===== src/rtl/ica_pkg.sv =====
// rtl/ica_pkg.sv - shared types, widths and clamp helper for interval_chain_adder
package ica_pkg;

    typedef enum logic [1:0] {
        IDLE = 2'd0,
        ACC  = 2'd1,
        OUT  = 2'd2
    } state_e;

    localparam int COUNT_W = 4;

    function automatic int clamp_int(input int sum, input int lo, input int hi);
        if (sum < lo) begin
            return lo;
        end else if (sum > hi) begin
            return hi;
        end
        return sum;
    endfunction

endpackage


===== src/rtl/ica_clamp.sv =====
// rtl/ica_clamp.sv - clamps a one-bit-wider running sum into [LO,HI] and flags clipping
module ica_clamp
    import ica_pkg::*;
#(
    parameter int ACC_W = 12,
    parameter int LO    = -1000,
    parameter int HI    = 1000
) (
    input  logic signed [ACC_W:0]   sum_i,
    output logic        [ACC_W-1:0] value_o,
    output logic                    clipped_o
);

    int sum_int;

    always_comb begin
        sum_int   = int'(sum_i);
        value_o   = ACC_W'(clamp_int(sum_int, LO, HI));
        clipped_o = (sum_int < LO) || (sum_int > HI);
    end

endmodule


===== src/rtl/interval_chain_adder.sv =====
// rtl/interval_chain_adder.sv - streaming clamped chain adder; ICA_CLIP_FLAG_EN adds out_clipped
module interval_chain_adder
    import ica_pkg::*;
#(
    parameter int IN_W      = 8,
    parameter int ACC_W     = 12,
    parameter int NUM_TERMS = 4,
    parameter int LO        = -1000,
    parameter int HI        = 1000
) (
    input  logic               clock,
    input  logic               reset,
    input  logic               in_valid,
    output logic               in_ready,
    input  logic [IN_W-1:0]    in_data,
    input  logic               in_last,
    output logic               out_valid,
    input  logic               out_ready,
    output logic [ACC_W-1:0]   out_data,
    output logic [COUNT_W-1:0] out_count
`ifdef ICA_CLIP_FLAG_EN
    ,
    output logic               out_clipped
`endif
);

    state_e               state_q;
    logic [ACC_W-1:0]     acc_q;
    logic [COUNT_W-1:0]   cnt_q;
    logic                 in_ready_q;
    logic                 out_valid_q;

    logic                 accept;
    logic                 drain;
    logic                 closes;
    logic [COUNT_W-1:0]   cnt_inc;
    logic signed [ACC_W:0] sum;
    logic [ACC_W-1:0]     clamp_val;
    logic                 clamp_clip;

    // in_ready_q is only high in IDLE/ACC and out_valid_q only in OUT,
    // so the handshakes need no extra state qualification.
    assign accept  = in_valid & in_ready_q;
    assign drain   = out_valid_q & out_ready;
    assign cnt_inc = cnt_q + COUNT_W'(1);
    assign closes  = in_last || (cnt_inc == COUNT_W'(NUM_TERMS));
    assign sum     = $signed({acc_q[ACC_W-1], acc_q})
                   + $signed({{(ACC_W+1-IN_W){in_data[IN_W-1]}}, in_data});

    ica_clamp #(
        .ACC_W (ACC_W),
        .LO    (LO),
        .HI    (HI)
    ) u_clamp (
        .sum_i     (sum),
        .value_o   (clamp_val),
        .clipped_o (clamp_clip)
    );

    always_ff @(posedge clock) begin
        if (!reset) begin
            state_q     <= IDLE;
            acc_q       <= '0;
            cnt_q       <= '0;
            in_ready_q  <= 1'b0;
            out_valid_q <= 1'b0;
        end else begin
            case (state_q)
                IDLE, ACC: begin
                    in_ready_q <= 1'b1;
                    if (accept) begin
                        acc_q <= clamp_val;
                        cnt_q <= cnt_inc;
                        if (closes) begin
                            state_q     <= OUT;
                            in_ready_q  <= 1'b0;
                            out_valid_q <= 1'b1;
                        end else begin
                            state_q <= ACC;
                        end
                    end
                end
                OUT: begin
                    if (drain) begin
                        state_q     <= IDLE;
                        acc_q       <= '0;
                        cnt_q       <= '0;
                        in_ready_q  <= 1'b1;
                        out_valid_q <= 1'b0;
                    end
                end
                default: begin
                    state_q     <= IDLE;
                    acc_q       <= '0;
                    cnt_q       <= '0;
                    in_ready_q  <= 1'b1;
                    out_valid_q <= 1'b0;
                end
            endcase
        end
    end

    assign in_ready  = in_ready_q;
    assign out_valid = out_valid_q;
    assign out_data  = acc_q;
    assign out_count = cnt_q;

`ifdef ICA_CLIP_FLAG_EN
    logic clip_q;

    // Sticky across the chain: any clamped intermediate sum marks the result.
    always_ff @(posedge clock) begin
        if (!reset) begin
            clip_q <= 1'b0;
        end else if (drain) begin
            clip_q <= 1'b0;
        end else if (accept && clamp_clip) begin
            clip_q <= 1'b1;
        end
    end

    assign out_clipped = clip_q;
`else
    logic unused_clamp_clip;
    assign unused_clamp_clip = clamp_clip;
`endif

endmodule


===== config.mk =====
export PLATFORM = sky130hd
export DESIGN_NAME = interval_chain_adder
export DESIGN_NICKNAME = d
export VERILOG_FILES = /design/src/rtl/ica_pkg.sv /design/src/rtl/ica_clamp.sv /design/src/rtl/interval_chain_adder.sv
export SDC_FILE = /design/constraint.sdc
export NUM_CORES = 1
export LEC_CHECK = 0
export ABC_AREA = 1
export BUFFER_PORTS_ARGS = -buffer_cell sky130_fd_sc_hd__buf_2
export CORE_ASPECT_RATIO = 1.5
export CORE_MARGIN = 2
export CORE_UTILIZATION = 35
export CTS_BUF_LIST = sky130_fd_sc_hd__clkbuf_8 sky130_fd_sc_hd__clkbuf_16
export DETAILED_ROUTE_END_ITERATION = 10
export MAX_ROUTING_LAYER = met4
export PLACE_DENSITY = 0.54
export RECOVER_POWER = 50
export SLEW_MARGIN = 20
export SYNTH_ARGS = -nofsm -noshare
export SYNTH_HDL_FRONTEND = slang
export SYNTH_SLANG_ARGS = --single-unit

===== constraint.sdc =====
create_clock -name clock -period 2.6 [get_ports clock]
set_input_delay 0.13 -clock clock [delete_from_list [all_inputs] [get_ports clock]]
set_output_delay 0.13 -clock clock [all_outputs]
set_load 0.02 [all_outputs]

# Word level (Yosys, flattened, before mapping)
# Cells that the tools add are included.
[totals] reg_bits=20 latchBits=0 ramBits=0 rom_bits=0 inputBits=13 out_inout_bits=18 word_cells=45 n_memories=0
[classes] addsub=2 n_mul=0 div=0 order_cmp=2 eq_ne=6 shifts=0 mux=23 bitwise=2 n_reduce_logical=5
[ops] operator="12-bit two-way mux" count=4
[ops] operator="12-bit case mux with 2 select lines" count=1
[ops] operator="12-bit by 8-bit adder with 13-bit output" count=1
[ops] operator="13-bit by 11-bit greater-than comparator with 1-bit output, second input constant" count=1
[ops] operator="13-bit by 11-bit < comparator with 1-bit output, second input constant" count=1
[ops] operator="10-bit two-way mux" count=1
[ops] operator="1-bit two-way mux" count=8
[ops] operator="4-bit two-way mux" count=2
[ops] operator="4-bit case mux with 2 select lines" count=1
[ops] operator="2-bit two-way mux" count=3
[ops] operator="2-bit != test, second input constant" count=3
[ops] operator="4-bit by 1-bit adder with 4-bit output, second input constant" count=1
[ops] operator="4-bit by 3-bit == test with 1-bit output, second input constant" count=1
[ops] operator="1-bit case mux with 2 select lines" count=2
[ops] operator="2-bit case mux with 2 select lines" count=1
[ops] operator="3-bit AND reduction" count=1
[ops] operator="1-bit bitwise AND" count=2
[ops] operator="2-bit by 1-bit == test with 1-bit output, second input constant" count=1
[ops] operator="2-bit == test, second input constant" count=1
[ops] operator="2-bit logical NOT" count=1
[ops] operator="2-bit AND reduction" count=1
[ops] operator="2-bit OR reduction" count=1
[ops] operator="1-bit logical OR" count=1

# Depth between registers and ports, before layout
[depth] word_depth=7 ltp_mapped=18 depth_no_buf=18

# Hierarchy
# From an unflattened synthesis, not the netlist that was laid out.
[hier_totals] cells_unflattened=258 hier_area_um2=1650.3
[modules_own_cells] mod="interval_chain_adder" n_inst=1 cells_per_inst=207 area_per_inst_um2=1402.6 seq_area_each_um2=400.4
[modules_own_cells] mod="ica_clamp" n_inst=1 cells_per_inst=51 area_per_inst_um2=247.7 seq_area_each_um2=0.0

# Least setup slack after synthesis
# Ideal clock, no wire load.
[synth_path] path_type="flip-flop to flip-flop" start="register acc_q[0], in the netlist out_data[0]" end="register acc_q[3], in the netlist out_data[3]" setup_ns=0.120 arrival_ns=2.091 required_time_ns=2.480 path_slack_ns=0.389 stages_incl_launch_ff=19 n_path_buf=0 period_less_slack_ns=2.211 path_cell_list="dfxtp_1 -> ha_1 -> inv_1 -> fa_1 -> inv_1 -> nand3_1 -> nand2_2 -> nand2_2 -> nand2_1 -> nand2_1 -> nand2_1 -> nand2_1 -> nand2_1 -> and2_1 -> nand2_2 -> nand2_4 -> nand3_1 -> nand2_1 -> a21oi_1"
[synth_via] elab_chain_cells=7 elab_cells_between_ends=10 classes_between="add/sub: 1; order compare: 2; mux: 7"
[synth_lines] element="start, declared" line="interval_chain_adder.sv:28" text="logic [ACC_W-1:0] acc_q;"
[synth_lines] element="start signal, assigned" line="interval_chain_adder.sv:72" text="acc_q <= clamp_val;"
[synth_lines] element="12-bit by 8-bit adder with 13-bit output (*)" line="interval_chain_adder.sv:48" text="+ $signed({{(ACC_W+1-IN_W){in_data[IN_W-1]}}, in_data});"
[synth_lines] element="13-bit by 11-bit greater-than comparator with 1-bit output" line="ica_pkg.sv:15" text="end else if (sum > hi) begin"
[synth_lines] element="10-bit two-way mux or 1-bit two-way mux (tied branches)" line="ica_pkg.sv:15"
[synth_lines] element="12-bit two-way mux or 1-bit two-way mux (tied branches)" line="ica_pkg.sv:13" text="if (sum < lo) begin"
[synth_lines] element="12-bit two-way mux (*)" line="ica_pkg.sv:18" text="return sum;"
[synth_lines] element="12-bit two-way mux (*)" line="interval_chain_adder.sv:71" text="if (accept) begin"
[synth_lines] element="12-bit case mux with 2 select lines (*)" line="interval_chain_adder.sv:68" text="case (state_q)"
# Every way passes the cells marked *; elsewhere a longest branch is shown, timed or not. The select of a mux whose other input is x is not followed.
# A chain may end at the register's enable or synchronous reset.

# Worst setup path in the final report
[layout_path] start="register acc_q[0], in the netlist out_data[0]" end="register acc_q[7], in the netlist out_data[7]"
# The elaborated chain is that of the path after synthesis.

==> impl_metrics.tcl <==
set metrics [dict create \
    clock_skew_ps 1.62 \
    clockBufferDepth 2 \
    place.port_buffers 30 \
    crit_chain "ha_1 -> inv_1 -> fa_1 -> inv_1 -> nand3_1 -> nand2_2 -> nand2_2 -> nand2_1 -> nand2_1 -> nand3b_1 -> nand2_1 -> nor2_1 -> nand2_2 -> a21boi_4 -> nand2_1 -> a21oi_1" \
    fin_crit_sh_pct 87.2 \
    drv_slew 0 \
    drv_cap 0 \
    clock_sinks 20 \
    max_slew_margin_pct 67.9 \
    grt-ovfl-total 0 \
    cts_buffers 3 \
    drc 0 \
    totalWireLength_mm 3.61 \
    fp.dieH_um 86.8 \
    avgSynthCellArea_um2 6.42 \
    cts_tree "done" \
    grt_use_met2_pct 28.8 \
    antenna_found_initial 0 \
    tns_ps 0 \
    path_class "reg2reg" \
    post_cts_buffers 0 \
    final_nets 310 \
    clockPowerShare_pct 17.9 \
    crit_family "simple AND/OR/NAND/NOR gates" \
    final_common_cell "nand2_1" \
    ys_types 29 \
    fin_total_pwr_w 0.00112 \
    wl_per_cell_um 11.0 \
    startpoint_type "flip-flop" \
    rsz0062_at_grt "false" \
    p_comb_share_pct 48.4 \
    cp_slowest_stage_delay_ps 390 \
    path_buf_inv 2 \
    met1_usage_pct 17.7 \
    hold_viol_final 0 \
    grt_pass1_wl_mm 6.36 \
    max_freq_ghz 0.441 \
    clock-root-buffer "clkbuf_8" \
    fillers 508 \
    area_delta_synth_final_pct 13.9 \
    period_minus_slack_ps 2270 \
    finalSetupViolCount 0 \
    core_area_um2 4470 \
    htree_num_levels 1 \
    syn_area_um2 1600 \
    final_cell_mix "nand2_1, inv_1, a21oi_1, dfxtp_1, clkbuf_1" \
    cp-end-kind "flip-flop" \
    grt_pass1_vias 1518 \
    swShare_pct 43.8 \
    clkLatencyLatePin_ps 260 \
    dr.pass1.iters 4 \
    dp_hpwl_mm 2.99 \
    synth_seq_cells 20 \
    arrival_ps 2450 \
    drive_gt1_share_pct 14.3 \
    fp-row-count 30 \
    p_int_w 0.000630 \
    post_cts_resized 0 \
    vias 1556 \
    chipWidth_um 59.2 \
    drtIter0Drc 29 \
    powerDensity_nw_per_um2 616 \
    syn_nets 277 \
    postCtsHoldBufs 0 \
    ys_warn_count 0 \
    status "finished clean" \
    cp_slowest_cell "fa_1" \
    met3_usage_pct 1.04 \
    gp_congestion 0.808 \
    critPathRequiredTime_ps 2780 \
    busiest_layer "met2" \
    crit_top_cell "nand2_1" \
    vias_per_cell 4.74 \
    ant_nets 0 \
    diodes 0 \
    die_area_um2 5140 \
    worstPathMaxFanout 5 \
    leakage_nw 0.918 \
    ios 31 \
    grt_max_degree 19 \
    hold_path.class "in2reg" \
    seqPwrFrac_pct 33.7 \
    p_sw_w 0.000492 \
    clkTransAtPathRegs_ps 70 \
    synthCells 249 \
    track_usage_pct 16.1 \
    irDropWorstVdd_uv 456 \
    ys_seq_area_share_pct 25.0 \
    worstMarginPinSlew_ps 479 \
    initial_utilization_pct 35.8 \
]
[tightest hold or removal path, delay by kind of cell]
kind	cells	cell delay, ps
AO/OA/AOI/OAI	2	110
buffers and inverters	1	110
[power by group through the flow]
stage                     clock (W)  sequential, W  combinational [W]
after floorplan                   0       0.000417           0.000394
after global placement            0       0.000384           0.000558
after detailed placement          0       0.000385           0.000557
after CTS                  0.000208       0.000378           0.000560
after global routing       0.000215       0.000383           0.000631
final                      0.000201       0.000378           0.000543
[cell families after synthesis]
group	Yosys count	synth area share (%)
fa+ha+maj	15	12.2
flops	20	25.0
simple gates	143	40.2
compound gates	32	12.4
xor+xnor	3	1.64
buf+inv	36	8.45
[metrics by stage]
step / util, % / instances / hold WS, ps / setup slack (ps) / area, um2
6_report: 40.8 / 328 / 130 / 334 / 1820
3_3_place_gp: 40.3 / 325 / 399 / 358 / 1800
3_5_place_dp: 40.3 / 325 / 397 / 310 / 1800
5_1_grt: 40.8 / 328 / 136 / 2.17 / 1820
2_1_floorplan: - / 249 / 268 / 389 / 1600
4_1_cts: 41.3 / 328 / 125 / 294 / 1840
[cell usage after synthesis]
library cell / instances / area share [%]
nand2_1: 89 / 21
inv_1: 32 / 7.5
a21oi_1: 23 / 7.2
dfxtp_1: 20 / 25
ha_1: 14 / 11
nand3_1: 14 / 4.4
nand2_2: 12 / 4.7
nor2_1: 12 / 2.8
nand3b_1: 4 / 1.9
nand4_1: 3 / 1.2
nor2_2: 3 / 1.2
a21oi_2: 2 / 1.1
clkbuf_1: 2 / 0.47
nand3_2: 2 / 1.3
o21ai_0: 2 / 0.63
xor2_1: 2 / 1.1
a21boi_0: 1 / 0.47
a21boi_4: 1 / 1.2
a21oi_4: 1 / 1.0
a31oi_1: 1 / 0.39
and2_1: 1 / 0.39
clkinv_1: 1 / 0.23
fa_1: 1 / 1.3
inv_2: 1 / 0.23
nand2_4: 1 / 0.70
nor3_1: 1 / 0.31
o21bai_1: 1 / 0.47
or2_4: 1 / 0.55
xnor2_1: 1 / 0.55
[path summary, 6_finish.rpt]
| check | end | start | slack (ps) | cells past startpoint |
|---|---|---|---|---|
| setup / recovery | out_data[7] | out_data[0] | 330 | 16 |
| hold / removal | out_count[0] | reset | 130 | 3 |
| setup reg to reg | out_data[7] | out_data[0] | 330 | 16 |
| hold reg to reg | out_valid | out_valid | 480 | 2 |
[area by class of cell]
type                            instances  area [um2]  area share, %
Multi-Input combinational cell        193        1060           58.4
Clock buffer                            3        41.3           2.27
Sequential cell                        20         400           22.0
Timing Repair Buffer                   30         129           7.07
Inverter                               34         128           7.01
Tap cell                               48        60.1           3.30
[state kept, by name, summed over array words and instances, names as in the netlist]
signal     flops
out_count      4
out_data      12
state_q        2
in_ready       1
out_valid      1
[layer usage]
metal | routed length, um | vias to the layer above
met5 | 0 | -
met4 | 85 | 0
met3 | 65 | 6
met2 | 1890 | 21
met1 | 1570 | 677
li1 | - | 852
(Power assumes the default switching activity.)
